===== config.mk =====
export PLATFORM = sky130hd
export DESIGN_NAME = spi_eeprom_slave
export DESIGN_NICKNAME = d
export VERILOG_FILES = /design/src/rtl/spi_eeprom_slave.sv
export SDC_FILE = /design/constraint.sdc
export NUM_CORES = 2
export LEC_CHECK = 0
export BUFFER_PORTS_ARGS = -buffer_cell sky130_fd_sc_hd__buf_2
export CORE_MARGIN = 3
export CORE_UTILIZATION = 63
export DETAILED_ROUTE_END_ITERATION = 7
export GPL_TIMING_DRIVEN = 0
export PLACE_DENSITY = 0.79
export SYNTH_ARGS = -nofsm -noshare
export SYNTH_HDL_FRONTEND = slang
export SYNTH_SLANG_ARGS = --single-unit

===== constraint.sdc =====
create_clock -name clk -period 3.2 [get_ports clk]
set_clock_uncertainty 0.1 [all_clocks]
set_input_delay 0.48 -clock clk [delete_from_list [all_inputs] [get_ports clk]]
set_output_delay 0.48 -clock clk [all_outputs]
set_load 0.03 [all_outputs]

===== src/rtl/spi_eeprom_slave.sv =====
// spi_eeprom_slave: 93C46-style 128x8 Microwire EEPROM model on an oversampled serial port.
// Latency: miso updates 3 clk after an sk rise at the pins; program cycle TWP_CYCLES clk (busy build) or 1 clk.
// Backpressure: none on the serial side; busy/miso=0 reports an active program cycle while cs is high.
//
// Ports: clk/rst (sync, active high); cs/sk/mosi async serial inputs; miso serial out / ready-busy;
//        wen write-enable latch; busy program cycle in progress.
// Build option: define SPI_EEPROM_BUSY_EN for a TWP_CYCLES-long program cycle with busy reporting;
//        undefined, commit completes in a single cycle and busy is tied low.
module spi_eeprom_slave #(
    parameter int TWP_CYCLES = 2000
) (
    input  logic clk,
    input  logic rst,
    input  logic cs,
    input  logic sk,
    input  logic mosi,
    output logic miso,
    output logic wen,
    output logic busy
);
    typedef enum logic [2:0] {IDLE, CMD, RDATA, WDATA, WAIT_CS, PROG} state_t;

    localparam int CW = $clog2(TWP_CYCLES + 1);
`ifdef SPI_EEPROM_BUSY_EN
    localparam int PROG_LEN = TWP_CYCLES;
`else
    localparam int PROG_LEN = 1;
`endif

    state_t        state, state_nxt;
    logic [1:0]    cs_sync, sk_sync, mosi_sync;
    logic          cs_hist, sk_hist;
    logic          cs_s, sk_s, mosi_s;
    logic          bit_en, cs_fall, prog_done;
    logic [3:0]    bit_cnt;
    logic [7:0]    cmd_sr;
    logic [8:0]    cmd_word;
    logic [6:0]    addr;
    logic [7:0]    data_sr;
    logic          pend, pend_erase;
    logic          wen_q, miso_q;
    logic [CW-1:0] prog_cnt;
    logic [7:0]    mem [128];

    assign cs_s      = cs_sync[1];
    assign sk_s      = sk_sync[1];
    assign mosi_s    = mosi_sync[1];
    assign bit_en    = sk_s & ~sk_hist & cs_s;
    assign cs_fall   = cs_hist & ~cs_s;
    // opcode in [8:7], address in [6:0] once the 9th bit arrives
    assign cmd_word  = {cmd_sr, mosi_s};
    assign prog_done = (prog_cnt == CW'(PROG_LEN - 1));
    assign wen       = wen_q;

`ifdef SPI_EEPROM_BUSY_EN
    assign busy = (state == PROG);
    assign miso = (state == PROG && cs_s) ? 1'b0 : miso_q;
`else
    assign busy = 1'b0;
    assign miso = miso_q;
`endif

    always_ff @(posedge clk) begin
        if (rst) state <= IDLE;
        else     state <= state_nxt;
    end

    always_comb begin
        state_nxt = state;
        case (state)
            IDLE:    if (bit_en && mosi_s) state_nxt = CMD;
            CMD: begin
                if (cs_fall) state_nxt = IDLE;
                else if (bit_en && bit_cnt == 4'd8) begin
                    case (cmd_word[8:7])
                        2'b10:   state_nxt = RDATA;
                        2'b01:   state_nxt = WDATA;
                        default: state_nxt = WAIT_CS;
                    endcase
                end
            end
            RDATA: begin
                if (cs_fall) state_nxt = IDLE;
                else if (bit_en && bit_cnt == 4'd8) state_nxt = WAIT_CS;
            end
            WDATA: begin
                if (cs_fall) state_nxt = IDLE;
                else if (bit_en && bit_cnt == 4'd7) state_nxt = WAIT_CS;
            end
            WAIT_CS: if (cs_fall) state_nxt = (pend && wen_q) ? PROG : IDLE;
            PROG:    if (prog_done) state_nxt = IDLE;
            default: state_nxt = IDLE;
        endcase
    end

    always_ff @(posedge clk) begin
        if (rst) begin
            cs_sync    <= '0;
            sk_sync    <= '0;
            mosi_sync  <= '0;
            cs_hist    <= 1'b0;
            sk_hist    <= 1'b0;
            bit_cnt    <= '0;
            cmd_sr     <= '0;
            addr       <= '0;
            data_sr    <= '0;
            pend       <= 1'b0;
            pend_erase <= 1'b0;
            wen_q      <= 1'b0;
            miso_q     <= 1'b1;
            prog_cnt   <= '0;
            for (int i = 0; i < 128; i++) mem[i] <= 8'hFF;
        end else begin
            cs_sync   <= {cs_sync[0], cs};
            sk_sync   <= {sk_sync[0], sk};
            mosi_sync <= {mosi_sync[0], mosi};
            cs_hist   <= cs_s;
            sk_hist   <= sk_s;
            prog_cnt  <= (state == PROG) ? prog_cnt + 1'b1 : '0;

            case (state)
                IDLE: begin
                    if (bit_en && mosi_s) begin
                        bit_cnt    <= '0;
                        pend       <= 1'b0;
                        pend_erase <= 1'b0;
                    end
                end
                CMD: begin
                    if (cs_fall) begin
                        miso_q <= 1'b1;
                    end else if (bit_en) begin
                        cmd_sr  <= cmd_word[7:0];
                        bit_cnt <= bit_cnt + 1'b1;
                        if (bit_cnt == 4'd8) begin
                            addr    <= cmd_word[6:0];
                            bit_cnt <= '0;
                            case (cmd_word[8:7])
                                2'b10: miso_q <= 1'b0;  // dummy bit ahead of read data
                                2'b11: begin
                                    pend       <= 1'b1;
                                    pend_erase <= 1'b1;
                                end
                                2'b00: begin
                                    if (cmd_word[6:5] == 2'b11)      wen_q <= 1'b1;
                                    else if (cmd_word[6:5] == 2'b00) wen_q <= 1'b0;
                                end
                                default: ;
                            endcase
                        end
                    end
                end
                RDATA: begin
                    if (cs_fall) begin
                        miso_q <= 1'b1;
                    end else if (bit_en) begin
                        if (bit_cnt == 4'd8) begin
                            miso_q <= 1'b1;
                        end else begin
                            miso_q  <= mem[addr][3'd7 - bit_cnt[2:0]];
                            bit_cnt <= bit_cnt + 1'b1;
                        end
                    end
                end
                WDATA: begin
                    if (!cs_fall && bit_en) begin
                        data_sr <= {data_sr[6:0], mosi_s};
                        bit_cnt <= bit_cnt + 1'b1;
                        if (bit_cnt == 4'd7) begin
                            pend       <= 1'b1;
                            pend_erase <= 1'b0;
                        end
                    end
                end
                WAIT_CS: begin
                    if (cs_fall) begin
                        if (pend && wen_q) mem[addr] <= pend_erase ? 8'hFF : data_sr;
                        pend       <= 1'b0;
                        pend_erase <= 1'b0;
                    end
                end
                default: ;
            endcase
        end
    end
endmodule


Yosys cells after proc, flatten, opt, wreduce, memory -nomap -nowiden
Memory sizes are Yosys's and may differ from the RTL's. A register that Yosys moved wholly into a read port is not among the register bits.
Index checks and enable logic that the tools add are counted.
{"block": "totals", "out_inout_bits": 3, "reg_bits": 53, "mem_bits_rw": 1024, "input_bits": 5, "mem_count": 1, "wordCells": 139}
{"memory": "mem", "words": 128, "width": 8, "read_ports": 1, "rd_ports_with_merged_regs": 1, "write_ports": 128, "line_no": "43", "source": "logic [7:0] mem [128];"}
{"block": "op_classes", "bitwise_logic": 7, "add_sub_neg": 3, "muxes": 58, "eq_ne": 30, "n_lt_le_gt_ge": 1, "reduce_logical": 24}
{"cell": "2-to-1 mux 4 bit", "n": 8}
{"cell": "2-to-1 mux 3 bit", "n": 10}
{"cell": "2-to-1 mux 1 bit", "n": 28}
{"cell": "inequality test 2 bit (second input constant)", "n": 11}
{"cell": "2-to-1 mux 7 bit", "n": 3}
{"cell": "inequality test 3 bit (second input constant)", "n": 6}
{"cell": "one-hot mux 3 bit (6 select lines)", "n": 1}
{"cell": "2-to-1 mux 8 bit", "n": 2}
{"cell": "one-hot mux 4 bit (4 select lines)", "n": 1}
{"cell": "AND reduction 6 bit", "n": 2}
{"cell": "adder 11 x 1 -> 11 bit (second input constant)", "n": 1}
{"cell": "logical NOT 11 bit", "n": 1}
{"cell": "AND reduction 9 bit", "n": 1}
{"cell": "one-hot mux 1 bit (4 select lines)", "n": 2}
{"cell": "AND reduction 8 bit", "n": 1}
{"cell": "nonzero test 4 bit", "n": 2}
{"cell": "OR reduction 8 bit", "n": 1}
{"cell": "equality test 2 bit (second input constant)", "n": 3}
{"cell": "equality test 3 x 2 -> 1 bit (second input constant)", "n": 2}
{"cell": "equality test 3 bit (second input constant)", "n": 2}
{"cell": "one-hot mux 3 bit (2 select lines)", "n": 1}
{"cell": "logical AND 1 bit", "n": 5}
{"cell": "AND reduction 5 bit", "n": 1}
{"cell": "adder 4 x 1 -> 4 bit (second input constant)", "n": 1}
{"cell": "other kinds (20)", "n": 27}

Logic depth before layout (Yosys ltp)
{"block": "logic_depth", "depth_word": 8, "ltp_mapped": 14}

Worst setup path before layout
OpenSTA, ideal clock, no wires.
{"block": "synth_timing", "path_type": "reg-to-reg", "from": "register state[2]", "to": "memory mem[118][0] (enable)", "path_buffers": 1, "t_arrival_ps": 2182, "setup_slack_ps": 588, "period_less_slack_ps": 2612, "path_stages_with_launch": 8, "t_required_ps": 2771, "cell_sequence": "dfxtp_1 -> nor2b_1 -> nand4b_1 -> nor4_2 -> nand3_1 -> clkbuf_1 -> nor2_1 -> or2_1"}
{"element": "start: declaration", "line_no": "30", "source": "state_t state, state_nxt;"}
{"element": "start signal: assignment", "line_no": "65", "source": "else state <= state_nxt;"}
{"element": "end: declaration", "line_no": "43"}

==> metrics.cfg <==
[sta]
fmax_ghz=0.288
setup_viol=369
rsz0062_at_grt=yes
slew_headroom_pct=-12.7
worstMarginPinSlew_ps=1690
setup_slack_ps=-270
tns_ps=-30020
hold_ws_ps=312
slew_viol_final=35
timing.final.crit_share_pct=108
hold_violations=0
min_period_ps=3470

[floorplanning]
num_rows=100
die_w_um=281
initial_utilization_pct=63.9
die_h_um=281
core_area_um2=74800
pin_count=8
die_area_um2=79200

[drt]
wire_per_inst_um=39.2
vias_per_cell=7.34
vias=35300
ant_nets=0
dr.pass1.iters=8
routed_wl_um=188000
drtIter0Drc=6852
drcViolationCount=0

[finish]
final_util_pct=75.2
layout.nets=3754
fillers=4328
area_growth_pct=17.8
layout-drive-gt1-share_pct=25.1
instances_no_fill=4808
design_area_um2=56300

[synthesis]
async_flop_share_pct=0
postSynthAreaPerCell_um2=13.6
ys_seq_area_share_pct=66.9
syn_area_um2=47800
synth_seq_cells=1084
synth_enable_flop_cells=1024
syn_nets=3530
synthFlopType=edfxtp_1
synth_cell_types=72
synthCells=3516
ys_warn_count=0

[setup_path]
crit_fanout=9
r2r_slack_ps=-270
setup.worst_path.end_class=flop
path_class=flop to flop
r2r-end=mem[105][7]
worstReg2RegStart=addr[5]
arrival_ps=3770
r2r_cells=6
required_ps=3500
cp-start-kind=flop

[clock_tree]
cts_tree=done
cts-root-buf=clkbuf_16
clkLatencyLatePin_ps=720
cts_htree_levels=3
clk_pin_slew_ps=60
cts_buffers=107
cts_sinks=1084
clock_path_buffers=3

[power]
switching_share_pct=21.1
pwr-share-clk_pct=44.3
p_comb_share_pct=1.9
p_per_area_nw_per_um2=511
irDropWorstVdd_mv=0.556
switchingPower_uw=6060
leakage_uw=0.0137
p_int_uw=22700
pwr-share-seq_pct=53.8

[run_status]
violations=max-capacitance violations, max-slew violations, negative setup slack
outcome=finished with violations

[place]
dp.cells=4490
port_buffers=5
hpwl_um=120000
placed_area_um2=49000
globalplace.congestion=1.08

[grt]
grt_max_degree=15
grt_pass1_wl_um=256000
gr-total-overflow=0
antenna_found_initial=14
grt_pass1_vias=33300
grtUsageTotal_pct=47.9

[worst_hold_path]
hold_depth=3
holdPathEnd=prog_cnt[10]
min_from=rst
hp-class=input port to flop

[run]
max_cap_viol_count=3

[cells in the mapped netlist (5+ instances only)]
master / instances / share of area (%)
a22oi_1: 21 / 0.33
buf_6: 13 / 0.31
buf_2: 34 / 0.36
a211oi_1: 14 / 0.22
o21ai_0: 20 / 0.21
mux4_2: 200 / 9.4
nor2_1: 197 / 1.5
mux4_1: 14 / 0.77
mux2i_1: 116 / 2.4
inv_1: 11 / 0.086
dfxtp_1: 60 / 2.5
o221ai_1: 35 / 0.64
buf_4: 23 / 0.36
mux2_2: 12 / 0.28
nand2b_1: 11 / 0.14
nor3_1: 14 / 0.15
clkbuf_1: 191 / 1.5
nor4_1: 9 / 0.12
or2_2: 128 / 1.7
a21oi_1: 48 / 0.50
nand3_1: 31 / 0.32
nand4_1: 16 / 0.21
nand2_1: 1097 / 8.6
ha_1: 9 / 0.24
nor2b_1: 35 / 0.46
xor2_1: 10 / 0.18
nand3b_1: 7 / 0.11
edfxtp_1: 1024 / 64
a221oi_1: 6 / 0.11
a2111oi_0: 10 / 0.18
and3_1: 6 / 0.079
o22ai_1: 15 / 0.20
nand4b_1: 5 / 0.092
or3_1: 5 / 0.065
[worst max-delay path: stages (launching register included)]
cell and delay [ps]:
dfxtp_1 300, clkbuf_1 570, nor2b_1 210, clkbuf_1 200, nand3_1 700, nor2_2 700
or2_2 360
[power groups by stage]
stage / combinational [uW] / sequential, uW / clock (uW)
final: 548 / 15500 / 12700
after floorplan: 317 / 15800 / 0
after CTS: 517 / 15500 / 12500
after detailed placement: 509 / 15800 / 0
after global placement: 502 / 15800 / 0
after global routing: 567 / 15500 / 13100
[stage by stage]
stage                     power, uW  setup slack [ps]
after detailed placement      16300             -1700
final                         28700              -270
after global placement        16300             -1820
after CTS                     28500              -110
after floorplan               16100               588
after global routing          29100              -215
[per-layer routing]
layer / global-route usage (%) / routed length [um]
met1: 58.3 / 56400
met2: 63.1 / 74900
met3: 26.1 / 36700
met4: 37.6 / 20100
met5: 1.31 / 323
[cell families after synthesis]
group	after synthesis	synth area share, %
AND/OR/NAND/NOR	1579	13.9
flip-flops	1084	66.9
multiplexers	342	12.9
buffers and inverters	280	2.74
AO/OA/AOI/OAI	209	3.13
XOR/XNOR	12	0.220
adder cells (fa/ha/maj)	9	0.236
other	1	0.00785
[how the worst max path moves through the flow]
stage                     startpoint           to  slack, ps  depth (start not counted)
after floorplan             state[2]  mem[118][0]        590                          7
after global placement    cs_sync[1]  mem[109][0]      -1820                          8
after detailed placement  cs_sync[1]   mem[75][6]      -1700                          8
after CTS                   state[2]   mem[98][0]       -110                          9
after global routing         addr[4]   mem[93][2]       -220                          6
final                        addr[5]  mem[105][7]       -270                          6
[timing repair]
action,4_1_cts,5_1_grt
pin swaps,29,34
cloned,2,2
setup endpoints to repair,1986,1192
endpoints found under the hold margin,3,0
resized for setup,484,196
setup buffers,67,39
hold buffers,3,0
[cells in the final DEF (no fill, tap or decap), drive strengths merged, types with 20 or more instances in the layout]
master / netlist / routed
nand2: 1097 / 1097
edfxtp: 1024 / 1024
clkbuf: 191 / 321
mux4: 214 / 214
buf: 76 / 197
nor2: 197 / 197
or2: 130 / 130
mux2i: 116 / 116
dfxtp: 60 / 60
a21oi: 48 / 48
clkinv: 2 / 44
nor2b: 35 / 35
o221ai: 35 / 35
nand3: 31 / 31
a22oi: 21 / 21
o21ai: 20 / 20
[final cells by class]
class / count / area, um^2 / area share [%]
antenna: 10 / 25.0 / 0.0445
buffer: 263 / 2350 / 4.18
tap: 969 / 1210 / 2.15
multi-input combinational: 2152 / 16000 / 28.5
sequential: 1084 / 32000 / 56.8
inverter: 13 / 62.6 / 0.111
timing repair buffer: 119 / 1190 / 2.12
clock buffer: 140 / 2920 / 5.18
clock inverter: 58 / 536 / 0.952
[sequential cells by signal, indices dropped and copies added (netlist names), 3 cells and up, named ones only]
name and cells:
cmd_sr 8, mem 1024, state 3, addr 7, bit_cnt 4, data_sr 8
prog_cnt 11
(Power assumes the default switching activity.)
